`src/rtl/laser_feeder.sv`:
```
// Host-side initiator for the LASER circle-placement core: stores a 40-point pattern,
// streams it to the core, waits for DONE and scores the returned centre pair.
module laser_feeder #(
  parameter int NPTS   = 40,
  parameter int TO_W   = 16,
  parameter int TO_MAX = 40000
) (
  input  logic       CLK,
  input  logic       RST_N,
  input  logic       WE,
  input  logic [5:0] WADDR,
  input  logic [7:0] WDATA,
  input  logic       START,
  output logic       BUSY,
  output logic       CORE_RST,
  output logic [3:0] X,
  output logic [3:0] Y,
  input  logic       DONE,
  input  logic [3:0] C1X,
  input  logic [3:0] C1Y,
  input  logic [3:0] C2X,
  input  logic [3:0] C2Y,
  output logic [3:0] R_C1X,
  output logic [3:0] R_C1Y,
  output logic [3:0] R_C2X,
  output logic [3:0] R_C2Y,
  output logic [5:0] SCORE,
  output logic       RES_VALID,
  output logic       TO_ERR
);

  localparam logic [2:0] S_IDLE   = 3'd0;
  localparam logic [2:0] S_CRST   = 3'd1;
  localparam logic [2:0] S_STREAM = 3'd2;
  localparam logic [2:0] S_WAIT   = 3'd3;
  localparam logic [2:0] S_SCORE  = 3'd4;
  localparam logic [2:0] S_REPORT = 3'd5;

  localparam logic [5:0]      L_LAST = 6'(NPTS - 1);
  localparam logic [TO_W-1:0] L_TO   = TO_W'(TO_MAX - 1);

  logic [2:0]      r_state;
  logic [5:0]      r_idx;
  logic [TO_W-1:0] r_tcnt;
  logic [7:0]      r_mem [NPTS];
  logic [3:0]      r_c1x, r_c1y, r_c2x, r_c2y;
  logic [5:0]      r_score;
  logic            r_to_err;

  logic [7:0]      w_pt;
  logic            w_in1;
  logic            w_in2;

  function automatic logic in_circle(input logic [3:0] px, input logic [3:0] py,
                                     input logic [3:0] cx, input logic [3:0] cy);
    logic [3:0] dx;
    logic [3:0] dy;
    logic [8:0] d2;
    dx = (px >= cx) ? px - cx : cx - px;
    dy = (py >= cy) ? py - cy : cy - py;
    d2 = {5'd0, dx} * {5'd0, dx} + {5'd0, dy} * {5'd0, dy};
    return d2 <= 9'd16;
  endfunction

  // Combinational read so point k is on the bus in the same cycle the index reaches k.
  assign w_pt  = r_mem[r_idx];
  assign w_in1 = in_circle(w_pt[3:0], w_pt[7:4], r_c1x, r_c1y);
  assign w_in2 = in_circle(w_pt[3:0], w_pt[7:4], r_c2x, r_c2y);

  always_ff @(posedge CLK) begin
    if (WE && (r_state == S_IDLE) && (WADDR <= L_LAST)) begin
      r_mem[WADDR] <= WDATA;
    end
  end

  always_ff @(posedge CLK or negedge RST_N) begin
    if (!RST_N) begin
      r_state  <= S_IDLE;
      r_idx    <= 6'd0;
      r_tcnt   <= '0;
      r_c1x    <= 4'd0;
      r_c1y    <= 4'd0;
      r_c2x    <= 4'd0;
      r_c2y    <= 4'd0;
      r_score  <= 6'd0;
      r_to_err <= 1'b0;
    end else begin
      case (r_state)
        S_IDLE: begin
          if (START) begin
            r_state  <= S_CRST;
            r_idx    <= 6'd0;
            r_to_err <= 1'b0;
            r_score  <= 6'd0;
            r_c1x    <= 4'd0;
            r_c1y    <= 4'd0;
            r_c2x    <= 4'd0;
            r_c2y    <= 4'd0;
          end
        end
        S_CRST: begin
          r_state <= S_STREAM;
          r_idx   <= 6'd0;
        end
        S_STREAM: begin
          if (r_idx == L_LAST) begin
            r_state <= S_WAIT;
            r_idx   <= 6'd0;
            r_tcnt  <= '0;
          end else begin
            r_idx <= r_idx + 6'd1;
          end
        end
        S_WAIT: begin
          // DONE wins over a timeout landing in the same cycle.
          if (DONE) begin
            r_c1x   <= C1X;
            r_c1y   <= C1Y;
            r_c2x   <= C2X;
            r_c2y   <= C2Y;
            r_idx   <= 6'd0;
            r_state <= S_SCORE;
          end else if (r_tcnt == L_TO) begin
            r_to_err <= 1'b1;
            r_score  <= 6'd0;
            r_state  <= S_REPORT;
          end else begin
            r_tcnt <= r_tcnt + 1'b1;
          end
        end
        S_SCORE: begin
          if (w_in1 || w_in2) begin
            r_score <= r_score + 6'd1;
          end
          if (r_idx == L_LAST) begin
            r_state <= S_REPORT;
          end else begin
            r_idx <= r_idx + 6'd1;
          end
        end
        S_REPORT: r_state <= S_IDLE;
        default:  r_state <= S_IDLE;
      endcase
    end
  end

  // The core is held in reset whenever this block is, not only during the CRST cycle.
  assign CORE_RST  = ~RST_N | (r_state == S_CRST);
  assign BUSY      = (r_state != S_IDLE);
  assign X         = (r_state == S_STREAM) ? w_pt[3:0] : 4'd0;
  assign Y         = (r_state == S_STREAM) ? w_pt[7:4] : 4'd0;
  assign RES_VALID = (r_state == S_REPORT);
  assign SCORE     = r_score;
  assign TO_ERR    = r_to_err;
  assign R_C1X     = r_c1x;
  assign R_C1Y     = r_c1y;
  assign R_C2X     = r_c2x;
  assign R_C2Y     = r_c2y;

endmodule

```
`config.mk`:
```
export PLATFORM = sky130hd
export DESIGN_NAME = laser_feeder
export DESIGN_NICKNAME = d
export VERILOG_FILES = /design/src/rtl/laser_feeder.sv
export SDC_FILE = /design/constraint.sdc
export NUM_CORES = 1
export LEC_CHECK = 0
export ABC_AREA = 0
export CAP_MARGIN = 30
export CELL_PAD_IN_SITES_DETAIL_PLACEMENT = 1
export CELL_PAD_IN_SITES_GLOBAL_PLACEMENT = 2
export CORE_MARGIN = 1.5
export CORE_UTILIZATION = 41
export DETAILED_ROUTE_END_ITERATION = 8
export PLACE_DENSITY = 0.73
export RECOVER_POWER = 25
export SYNTH_ARGS = -nofsm -noshare
export SYNTH_HDL_FRONTEND = slang
export SYNTH_SLANG_ARGS = --single-unit
```
`constraint.sdc`:
```
create_clock -name CLK -period 7.48 [get_ports CLK]
set_input_delay 1.496 -clock CLK [delete_from_list [all_inputs] [get_ports CLK]]
set_output_delay 1.496 -clock CLK [all_outputs]
set_load 0.005 [all_outputs]
```
Yosys cells after proc, flatten, opt, wreduce, memory -nomap -nowiden:

Memories as Yosys holds them, arrays and structs flattened.
Cells that the tools add are included.

* equality and inequality tests: 17
* mux-type cells: 40
* reduce and logical (&&, ||, !) cells: 15
* bitwise logic cells: 2
* $lt $le $gt $ge: 7
* add/sub/neg operators: 13
* multiply operators: 4

Operators by type and width (number)
* $mux 16: 3
* $mux 4: 11
* $mux 6: 7
* $mul 4x4->8: 4
* $pmux 16 s2: 1
* $pmux 4 s2: 4
* $sub 4x4->4: 8
* $pmux 6 s5: 1
* $add 8x8->9: 2
* $le 9x5->1 const B: 2
* $ne 2x2->1 const B: 9
* $pmux 6 s3: 1
* $add 16x1->16 const B: 1
* $eq 16x16->1 const B: 1
* $ge 4x4->1: 4
* $reduce_and 4->1: 4
* $mux 3: 5
* $pmux 3 s5: 1
* $add 6x1->6 const B: 2
* $eq 3x2->1 const B: 2
* $eq 3x3->1 const B: 2
* $eq 6x6->1 const B: 1
* $le 6x6->1 const B: 1
* $reduce_bool 3->1: 2
* 13 further kinds: 19

* bits in writable memories: 320
* output and inout bits: 34
* flip-flop bits (word level): 48
* input port bits: 35
* word-level logic and storage cells: 108
* memories: 1

Memories
* r_mem: depth 40, bits a word 8, rd ports 1, clocked after memory_dff 0, write ports 1, line 45 `logic [7:0] r_mem [NPTS];`

Longest topological paths before layout:

Gate-level depths: netlist of run 1.
An unclocked memory read counts as a cell.

* word-level depth: 9
* gate-level depth with buffers: 29
* gate-level depth less buffers: 26

Least setup slack after synthesis of run 1:

No wires, ideal clock.

* kind: reg-to-reg
* start: reg r_idx[0]
* end: reg r_score[5] (netlist: SCORE[5])
* path buffers: 2
* stages on the path, launching flop included: 27
* arrival: 7211 ps
* clock period less this slack: 7337 ps
* path slack: 143 ps
* path through: dfrtp_1 -> buf_4 -> buf_4 -> mux4_2 -> a22oi_1 -> o211ai_1 -> nand3_1 -> inv_1 -> fa_1 -> a21oi_1 -> o21ai_1 -> or3b_1 -> and3_1 -> or3_1 -> fa_1 -> fa_1 -> fa_1 -> inv_1 -> fa_1 -> ha_1 -> inv_1 -> fa_1 -> xnor2_1 -> a21oi_1 -> o2111ai_1 -> a31o_1 -> a221o_1

* cells in the longest elaborated chain, start to end: 9
* elaborated cells on any way between the ends: 28
* those cells by class: add/sub (10); mul (4); order compare (6); eq/ne (1); mux (4); reduce/logical (2); memory (1)

Ends and longest elaborated chain
* start: declaration: line 43 `logic [5:0] r_idx;`
* start signal: assignment: line 111 `r_idx <= r_idx + 6'd1;`
* start signal: assignment: line 138 `r_idx <= r_idx + 6'd1;`
* $mem_v2 40x8 (*)
* $sub 4x4->4, or another cell as far along: line 59 `dx = (px >= cx) ? px - cx : cx - px;`
* $mux 4 (on tied branches): line 59, 60
* $mul 4x4->8: line 61 `d2 = {5'd0, dx} * {5'd0, dx} + {5'd0, dy} * {5'd0, dy};`
* $add 8x8->9: line 61
* $le 9x5->1: line 62 `return d2 <= 9'd16;`
* $logic_or 1x1->1 (*): line 132 `if (w_in1 || w_in2) begin`
* $ne 2x2->1 (no source line) (*)
* $reduce_and 5->1 (no source line) (*)
* end signal: assignment: line 133 `r_score <= r_score + 6'd1;`
* end: declaration: line 47 `logic [5:0] r_score;`

Mark *: on every way between the ends. The rest lies on a longest branch, timed or not.
A chain may end at the register's enable or synchronous reset.

Worst setup path in the final report of run 1:

Same ends and word-level chain as after synthesis.

==> results by group, run 1 <==
Synth
  • Synth Area in Compound Gates: 0.06495
  • Syn_nets: between 1000 and 1500
  • Simple-Gate Fraction of Synth Area: 0.08335
  • Top post-synthesis cells by area: edfxtp_1 (55%), mux4_2 (10%), dfrtp_1 (6.8%)
  • Post-synth ARST share: 0.1304
  • Avg Synthesized Cell Area: 15.03 um2
  • Yosys warning total: 0
  • Seq/Total Area, Yosys: 0.6160
  • Synth Instances: 1168
  • Largest family of logic cells by synthesized area: multiplexers
  • Post-Syn Area: between 15000 and 20000 um2
  • Post-synth top area share: 0.5476
  • Cell accounting for the most synthesized area: edfxtp_1
  • XOR/XNOR share of the synthesized area: 0.002994
  • EDFF count, synth: 320
  • Synthesized flop and latch total: 368
  • Top_reg_cell synth: edfxtp_1
  • Synth Area in Adders: 0.08056
  • Distinct cells, synth: 70
  • Mux cell area share after synthesis: 0.1223

Drt
  • Routed len/inst: 23.19 um
  • Vias per inst: around 5.5
  • Initial DRC count: roughly 800
  • DRC Markers: 0
  • Drt total wl: ~45 mm
  • Drt first pass iters: 4
  • Routed via count: 10680
  • Final antenna-violating net count: 0

Worst setup path
  • Worst reg2reg path depth: 27
  • Slowest-stage cell, CP: dfrtp_4
  • CP Launch Type: flip-flop
  • Data required time of the worst path: 7.93 ns
  • Crit Reg-Reg Startpoint: r_idx[0]
  • Crit-path max FO: 7
  • Crit path from: r_idx[0]
  • Kind of critical path: reg -> reg
  • Crit path largest cell delay: 0.55 ns
  • Worst EP arrival: approximately 7.8 ns
  • Critical Path End Type: flip-flop
  • Most used cell, CP: fa_1

Clock network
  • # H-tree levels: 2
  • Worst-Skew Late Latency: around 0.56 ns
  • Clock Sinks: approximately 370
  • Clock tree buffer depth: 3
  • TritonCTS buffer count: 40
  • Root buf cell: clkbuf_16
  • Worst-path clk slew: about 0.06 ns
  • CTS tree: done

Finish
  • Filler cells: 4060
  • Share of layout cells above drive strength 1: 0.2536
  • Nets: about 1500
  • Layout area overhead: 22.79%
  • Util after Layout: 0.5114
  • ANT cells: 0
  • Commonest non-fill, non-tap cell in the layout: edfxtp_1
  • Most frequent cells in the layout: edfxtp_1 (320), buf_4 (105), mux4_2 (80)

STA
  • Final setup fails: 0
  • Total negative slack: 0 ns
  • Crit path time final: roughly 7.4 ns
  • Slew headroom: -0.9838
  • Max Clock Freq: approximately 0.14 GHz
  • Final Cycle Share: 0.9869
  • RSZ-0062 raised after global routing: yes
  • Max Clock Skew: roughly 0.028 ns
  • Max-slew violations: roughly 260
  • Final Hold Fails: 0
  • Worst slew pin tran: between 2 and 3 ns

Floorplanning
  • IO Pins: just under 70
  • Area of the die: ~44000 um2
  • CORE AREA: between 40000 and 50000 um2
  • Die Width: ~210 um
  • Initial Util: 0.4165
  • Rows: 75
  • Die H: 209.9 um

Placement
  • Input/output buffers: 68
  • Final Wtd Congestion: between 0.7 and 0.8
  • HPWL after DPL: around 30 mm

GRT
  • M1 GR Usage: 0.2704
  • Vias in the first global route: ~11000
  • First-pass GRT wire length: 68.16 mm
  • Grt met3 use: 0.03651
  • Initial antenna violation count: 0
  • GRT Util Overall: 0.2071
  • Grt peak-use layer: met2
  • Total grt overflow: 0
  • Largest net degree at the start of global routing: 50
  • Global-route track usage on met2: 0.3569

Run
  • Total of max-cap violations: 6

Min path
  • Worst hold path type: reg -> reg
  • Worst hold stages: 2
  • Hold path startpoint: R_C2Y[3]

Outcome
  • Run status: complete, but fails checks
  • Failing checks: capacitance limit, slew limit
[what timing repair did]
item                       in CTS  in global routing
hold buffers                    0                  0
setup endpoints to repair       5                  6
pin swaps                      18                 35
setup buffers                  15                 22
gates resized for setup        32                 60
cloned                          2                  1
[Yosys cell counts, types with 4 or more instances]
cell,n
dfrtp_1,48
o2111ai_1,4
nor3_1,12
a22oi_1,16
ha_1,65
o31ai_1,5
a21o_1,8
nor2b_1,18
and3_1,4
xor2_1,4
nand2_1,76
clkbuf_1,18
or4_1,5
or3_1,21
mux2i_1,31
fa_1,30
o21a_1,5
o2111a_1,4
nor2_1,73
edfxtp_1,320
a21oi_1,40
inv_1,81
nand3b_1,7
o21ai_0,52
buf_2,11
o211ai_1,15
mux4_2,80
buf_4,12
nand2b_1,15
nand3_1,19
[final cells by class]
cell class / count / area, um2 / share of cell area
clock buffer: 44 / 1016 / 0.04715
clock inverter: 28 / 275.3 / 0.01277
inverter: 81 / 304.0 / 0.01411
multi-input combinational: 676 / 6600 / 0.3063
sequential: 368 / 10820 / 0.5019
tap: 539 / 674.4 / 0.03130
timing repair buffer: 199 / 1864 / 0.08651
[metal layers]
layer  wire length (um)  vias up
li1                   -     4860
met1              18970     5516
met2              22760      236
met3               2041       70
met4               1092        0
met5                  0        -
[flip-flops by register name (all words and copies together) (netlist names)]
| signal | count |
|---|---|
| R_C1Y | 4 |
| TO_ERR | 1 |
| r_tcnt | 16 |
| R_C2Y | 4 |
| R_C1X | 4 |
| r_idx | 6 |
| r_mem | 320 |
| R_C2X | 4 |
| SCORE | 6 |
| r_state | 3 |
[path summary, 6_finish.rpt]
check                            endpoint  slack, ns
max in group asynchronous        r_idx[0]       3.39
worst max register to register   SCORE[5]        0.1
worst min register to register   R_C2Y[3]       0.52
min in group asynchronous       r_tcnt[0]       2.01
worst max-delay path             SCORE[5]        0.1
worst min-delay path             R_C2Y[3]       0.52
[cells by family (layout without fill, tap and decap cells)]
kind of cell | after synthesis | after routing
fa+ha+maj | 95 | 95
simple gates | 284 | 284
compound gates | 177 | 177
xor+xnor | 6 | 6
buf+inv | 124 | 352
mux | 114 | 114
flops | 368 | 368
[stage by stage]
step,hold slack [ns],area (um2),std cells,worst slack [ns]
floorplan,0.4787,17550,1168,0.1431
global placement,0.4963,19540,1825,-0.07633
detailed placement,0.5210,19540,1825,-0.1775
CTS,0.5346,21120,1913,0.01661
global route,0.5687,21550,1935,-0.1695
finish,0.5167,21550,1935,0.09806
[worst max-delay path: cells and delay by family, from the launching register on]
family,cells,cell delay [ns]
buffers and inverters,5,0.49
and+or+nand+nor,4,1.00
xor gates and xnor gates,1,0.15
adders and majority gates,7,2.87
muxes,2,0.75
AOI/OAI and AO/OA,8,1.46
DFF,1,0.55
Power of run 1 is not shown: default switching activity piles up to over one toggle a cycle in this logic, so the estimate is an artifact.
==> run 2, diff against run 1 <==
Settings changed: CORE_UTILIZATION 41 to 49, PLACE_DENSITY 0.73 to 0.82.
Clock period 7.48 ns to 8.7 ns, I/O delays scaled along.
==> results by group, run 2 (synthesis gave the netlist of run 1 again) <==
Floorplanning
  • Die H: 192.3 um (-8.4%)
  • CORE AREA: 35400 um2 (-16%)
  • Area of the die: 36960 um2 (-16%)
  • Die Width: 192.3 um (-8.4%)
  • IO Pins: 69 (unchanged)
  • Initial Util: 0.4958 (+0.07928)
  • Rows: 69 (-8.0%)

Finish
  • Max reg flops: 320 (unchanged)
  • ANT cells: 0 (unchanged)
  • Share of layout cells above drive strength 1: 0.1389 (-0.1147)
  • Filler cells: 3353 (-17%)
  • Biggest regs: r_mem (320), r_tcnt (16)
  • Post-route design area: 20210 um2 (-6.2%)
  • Commonest non-fill, non-tap cell in the layout: edfxtp_1
  • Nets: 1396 (-6.7%)
  • Most frequent cells in the layout: edfxtp_1 (320), inv_1 (81), mux4_2 (80)
  • Reg with most FFs: r_mem
  • Layout area overhead: 15.14%

Worst setup path
  • Most used cell, CP: fa_1
  • Slowest-stage cell, CP: dfrtp_4
  • Critical Path End Type: flip-flop
  • Crit path largest cell delay: 0.70 ns (+0.15 ns)
  • Data required time of the worst path: 9.12 ns (+1.19 ns)
  • Kind of critical path: reg -> reg
  • Crit-path max FO: 16 (+9)
  • Top delay family on crit path: adder cells
  • CP Launch Type: flip-flop
  • Worst EP arrival: 8.54 ns (+0.71 ns)
  • CP Buf/Inv Count: 5 (unchanged)

GRT
  • Largest net degree at the start of global routing: 50 (unchanged)
  • Total grt overflow: 0 (unchanged)
  • Initial antenna violation count: 1 (+1)
  • First-pass GRT wire length: 67.50 mm (-0.96%)
  • GRT Util Overall: 0.2503 (+0.04329)
  • Vias in the first global route: 10880 (-4.2%)

Clock network
  • Worst-Skew Late Latency: 0.58 ns (+0.02 ns)
  • Clock tree buffer depth: 3 (unchanged)
  • Worst-path clk slew: 0.06 ns (about the same)
  • Setup bufs post-CTS: 0 (-15)
  • Root buf cell: clkbuf_16
  • # H-tree levels: 2 (unchanged)
  • Resized Gates After CTS: 0 (-100%)
  • CTS Hold Bufs: 0 (unchanged)
  • TritonCTS buffer count: 40 (unchanged)
  • Clock Sinks: 368 (unchanged)
  • CTS tree: done

STA
  • Setup slack after layout: 0.5841 ns (+0.4860 ns)
  • Crit path time final: 8.116 ns (+0.7340 ns)
  • RSZ-0062 raised after global routing: no
  • Max Clock Freq: 0.1232 GHz (-9.0%)
  • Slew headroom: -0.9365 (+0.04734)
  • Max Clock Skew: 0.04620 ns (+0.01810 ns)
  • Final Hold Fails: 0 (unchanged)
  • Final hold slack: 0.5298 ns (+0.01305 ns)
  • Final setup fails: 0 (unchanged)
  • Worst slew pin tran: 2.905 ns (-0.07100 ns)
  • Final Cycle Share: 0.9329 (-0.05403)
  • Max-slew violations: 255 (unchanged)
  • Total negative slack: 0 ns (unchanged)

Placement
  • Input/output buffers: 68 (unchanged)
  • Dpl cell area: 18870 um2 (-3.4%)
  • Final Wtd Congestion: 0.8055 (+3.8%)
  • Post-Place Setup Slack: 0.4554 ns (+0.6329 ns)
  • HPWL after DPL: 30.16 mm (-0.74%)

Drt
  • DRC Markers: 0 (unchanged)
  • Final antenna-violating net count: 0 (unchanged)
  • Vias per inst: 5.944 (+7.7%)
  • Drt total wl: 44.62 mm (-0.54%)
  • Initial DRC count: 704 (-10%)
  • Routed via count: 10440 (-2.2%)
  • Routed len/inst: 25.40 um (+9.5%)
  • Drt first pass iters: 5 (+1)

Min path
  • Worst hold path type: reg -> reg

Outcome
  • Run status: complete, but fails checks
  • Failing checks: capacitance limit, slew limit

Run
  • Total of max-cap violations: 6 (unchanged)
[run 2: metal layers]
layer | global-route usage | vias to the layer above | share of wire
li1 | - | 4664 | -
met1 | 0.3466 | 5414 | 0.43
met2 | 0.4131 | 296 | 0.49
met3 | 0.03892 | 70 | 0.052
met4 | 0.07156 | 0 | 0.023
met5 | 0 | - | 0
[run 2: worst paths after layout]
kind | startpoint | cells past startpoint | slack, ns | endpoint
max | r_idx[0] | 26 | 0.58 | SCORE[5]
min | R_C1Y[3] | 2 | 0.53 | R_C1Y[3]
max in group asynchronous | RST_N | 2 | 4.46 | r_idx[0]
min reg2reg | R_C1Y[3] | 2 | 0.53 | R_C1Y[3]
max reg2reg | r_idx[0] | 26 | 0.58 | SCORE[5]
min in group asynchronous | RST_N | 2 | 2.19 | r_tcnt[7]
[run 2: final cells by class]
type / instances / area, um2 / share of cell area
multi-input combinational: 676 / 6220 / 0.3078
inverter: 81 / 304.0 / 0.01505
clock inverter: 23 / 274.0 / 0.01356
sequential: 368 / 10820 / 0.5354
clock buffer: 49 / 1045 / 0.05171
tap: 461 / 576.8 / 0.02855
timing repair buffer: 99 / 968.4 / 0.04793
[run 2: worst reg2reg max path, stage by stage (launching register included)]
cell,delay (ns)
dfrtp_4,0.70
buf_4,0.32
buf_4,0.17
mux4_2,0.51
mux2i_1,0.15
o211ai_1,0.13
nand3_1,0.30
inv_1,0.20
fa_1,0.46
a21o_1,0.20
a21o_1,0.19
a21oi_1,0.26
mux2i_1,0.44
a21o_1,0.14
fa_1,0.42
fa_1,0.48
fa_1,0.55
inv_1,0.06
fa_1,0.53
ha_1,0.18
inv_1,0.06
fa_1,0.38
xnor2_1,0.13
a21oi_1,0.16
o2111ai_1,0.22
a31o_1,0.26
a221o_1,0.34
[run 2: metrics by stage]
step / std cells / utilization
floorplan: 1168 / -
global placement: 1683 / 0.5332
detailed placement: 1683 / 0.5332
CTS: 1755 / 0.5705
global route: 1757 / 0.5708
finish: 1757 / 0.5708
Power of run 2 is left out for the same reason.
==> run 3, diff against run 2 <==
Settings changed: CORE_MARGIN 1.5 to unset.
==> results by group, run 3 (synthesis gave the netlist of run 1 again) <==
Floorplanning
  • Die H: 191.3 um (-0.52%)
  • CORE AREA: 34880 um2 (-1.4%)
  • Initial Util: 0.5031 (+0.007291)
  • Rows: 68 (-1.4%)
  • IO Pins: 69 (unchanged)
  • Die Width: 191.3 um (-0.52%)
  • Area of the die: 36580 um2 (-1.0%)

STA
  • Max Clock Skew: 0.02995 ns (-0.01625 ns)
  • Final Cycle Share: 0.9440 (+0.01109)
  • Final Hold Fails: 0 (unchanged)
  • Final setup fails: 0 (unchanged)
  • Max-slew violations: 296 (+16%)
  • Crit path time final: 8.212 ns (+0.09652 ns)
  • Worst slew pin tran: 2.984 ns (+0.07951 ns)
  • Max Clock Freq: 0.1218 GHz (-1.2%)
  • Final hold slack: 0.5270 ns (-0.002783 ns)
  • Total negative slack: 0 ns (unchanged)
  • Slew headroom: -0.9895 (-0.05301)
  • RSZ-0062 raised after global routing: no

Min path
  • Hold path startpoint: R_C1Y[3]
  • Worst hold path type: reg -> reg
  • Hold endpoint: R_C1Y[3]
  • Worst hold stages: 2 (unchanged)

Worst setup path
  • CP Launch Type: flip-flop
  • Worst reg2reg setup slack: 0.49 ns (-0.10 ns)
  • CP Buf/Inv Count: 4 (-1)
  • Data required time of the worst path: 9.14 ns (+0.02 ns)
  • Top delay family on crit path: adder cells
  • Worst reg2reg path depth: 26 (unchanged)
  • Crit Reg-Reg Startpoint: r_idx[0]
  • Crit path largest cell delay: 0.75 ns (+0.05 ns)
  • Kind of critical path: reg -> reg
  • Most used cell, CP: fa_1
  • Crit-path max FO: 23 (+7)
  • Worst EP arrival: 8.65 ns (+0.11 ns)
  • R2R Path End: SCORE[5]
  • Critical Path End Type: flip-flop
  • Slowest-stage cell, CP: dfrtp_4

Placement
  • HPWL after DPL: 29.28 mm (-2.9%)
  • Input/output buffers: 68 (unchanged)
  • Final Wtd Congestion: 0.8318 (+3.3%)

GRT
  • GRT Util Overall: 0.2452 (-0.005169)
  • First-pass GRT wire length: 65.64 mm (-2.8%)
  • Total grt overflow: 0 (unchanged)
  • Initial antenna violation count: 1 (unchanged)
  • Largest net degree at the start of global routing: 50 (unchanged)
  • Vias in the first global route: 10850 (-0.28%)

Finish
  • Share of layout cells above drive strength 1: 0.1438 (+0.004957)
  • Biggest regs: r_mem (320), r_tcnt (16)
  • Nets: 1401 (+0.36%)
  • Most frequent cells in the layout: edfxtp_1 (320), inv_1 (81), mux4_2 (80)
  • Commonest non-fill, non-tap cell in the layout: edfxtp_1
  • Reg with most FFs: r_mem
  • Layout area overhead: 14.42%
  • Filler cells: 3295 (-1.7%)
  • Max reg flops: 320 (unchanged)

Clock network
  • Clock tree buffer depth: 3 (unchanged)
  • CTS tree: done
  • Clock Sinks: 368 (unchanged)
  • Worst-Skew Late Latency: 0.55 ns (-0.03 ns)
  • Setup bufs post-CTS: 0 (unchanged)
  • Root buf cell: clkbuf_16
  • TritonCTS buffer count: 39 (-2.5%)
  • Worst-path clk slew: 0.06 ns (about the same)
  • CTS Hold Bufs: 0 (unchanged)
  • Resized Gates After CTS: 0 (unchanged)
  • # H-tree levels: 2 (unchanged)

Outcome
  • Failing checks: capacitance limit, slew limit
  • Run status: complete, but fails checks

Run
  • Total of max-cap violations: 7 (+1)

Drt
  • Drt total wl: 43.09 mm (-3.4%)
  • Drt first pass iters: 5 (unchanged)
  • Final antenna-violating net count: 0 (unchanged)
  • Initial DRC count: 694 (-1.4%)
  • DRC Markers: 0 (unchanged)
  • Vias per inst: 5.894 (-0.85%)
  • Routed len/inst: 24.54 um (-3.4%)
  • Routed via count: 10350 (-0.91%)
## run 3: cell count changes in the layout (fill, tap and decap cells not counted), moves of 2 or more
cell,previous run,this run
clkinv_2,4,8
buf_4,19,26
bufinv_16,5,2
clkbuf_1,14,12
clkinv_4,0,2
## run 3: layout make-up
class	instances	area, um2	share of cell area
Multi-Input combinational cell	676	6220	0.3097
Timing Repair Buffer	105	977.2	0.04866
Clock inverter	25	180.2	0.008973
Inverter	81	304.0	0.01514
Clock buffer	45	1008	0.05022
Antenna cell	1	2.502	0.0001246
Sequential cell	368	10820	0.5388
Tap cell	455	569.3	0.02835
## run 3: how the worst max path moves through the flow
stage / start / endpoint / cells past startpoint
3_3_place_gp: r_idx[0] / SCORE[5] / 25
4_1_cts: r_idx[0] / SCORE[5] / 25
2_1_floorplan: r_idx[0] / SCORE[5] / 26
6_report: r_idx[0] / SCORE[5] / 26
3_5_place_dp: r_idx[0] / SCORE[5] / 25
5_1_grt: r_idx[0] / SCORE[5] / 26
## run 3: worst reg2reg max path, stage by stage (launching register included)
cell       delay (ns)
dfrtp_4          0.75
buf_12           0.27
mux4_2           0.51
a22oi_1          0.21
o211ai_1         0.22
nand3_1          0.27
ha_1             0.20
inv_1            0.06
fa_1             0.39
a21oi_1          0.13
o21ai_1          0.19
or3b_1           0.41
and3_1           0.20
or3_1            0.38
fa_1             0.57
fa_1             0.45
fa_1             0.54
inv_1            0.05
fa_1             0.53
ha_1             0.17
inv_1            0.05
fa_1             0.37
xnor2_1          0.14
a21oi_1          0.16
o2111ai_1        0.23
a31o_1           0.28
a221o_1          0.36
## run 3: layer usage
layer / wire length (um) / part of all wire / GRT usage / vias up
li1: - / - / - / 4674
met3: 2495 / 0.058 / 0.04480 / 69
met5: 0 / 0 / 0 / -
met2: 21830 / 0.51 / 0.4164 / 283
met1: 17610 / 0.41 / 0.3198 / 5323
met4: 1154 / 0.027 / 0.07723 / 0
## run 3: through the flow
step,setup slack (ns),utilization,std cells,instance area [um2]
3_3_place_gp,0.6223,0.5407,1678,18860
6_report,0.4876,0.5756,1756,20080
2_1_floorplan,1.363,-,1168,17550
5_1_grt,0.02216,0.5756,1755,20080
3_5_place_dp,0.4500,0.5416,1682,18890
4_1_cts,0.4317,0.5757,1752,20080
Power of run 3 is left out for the same reason.
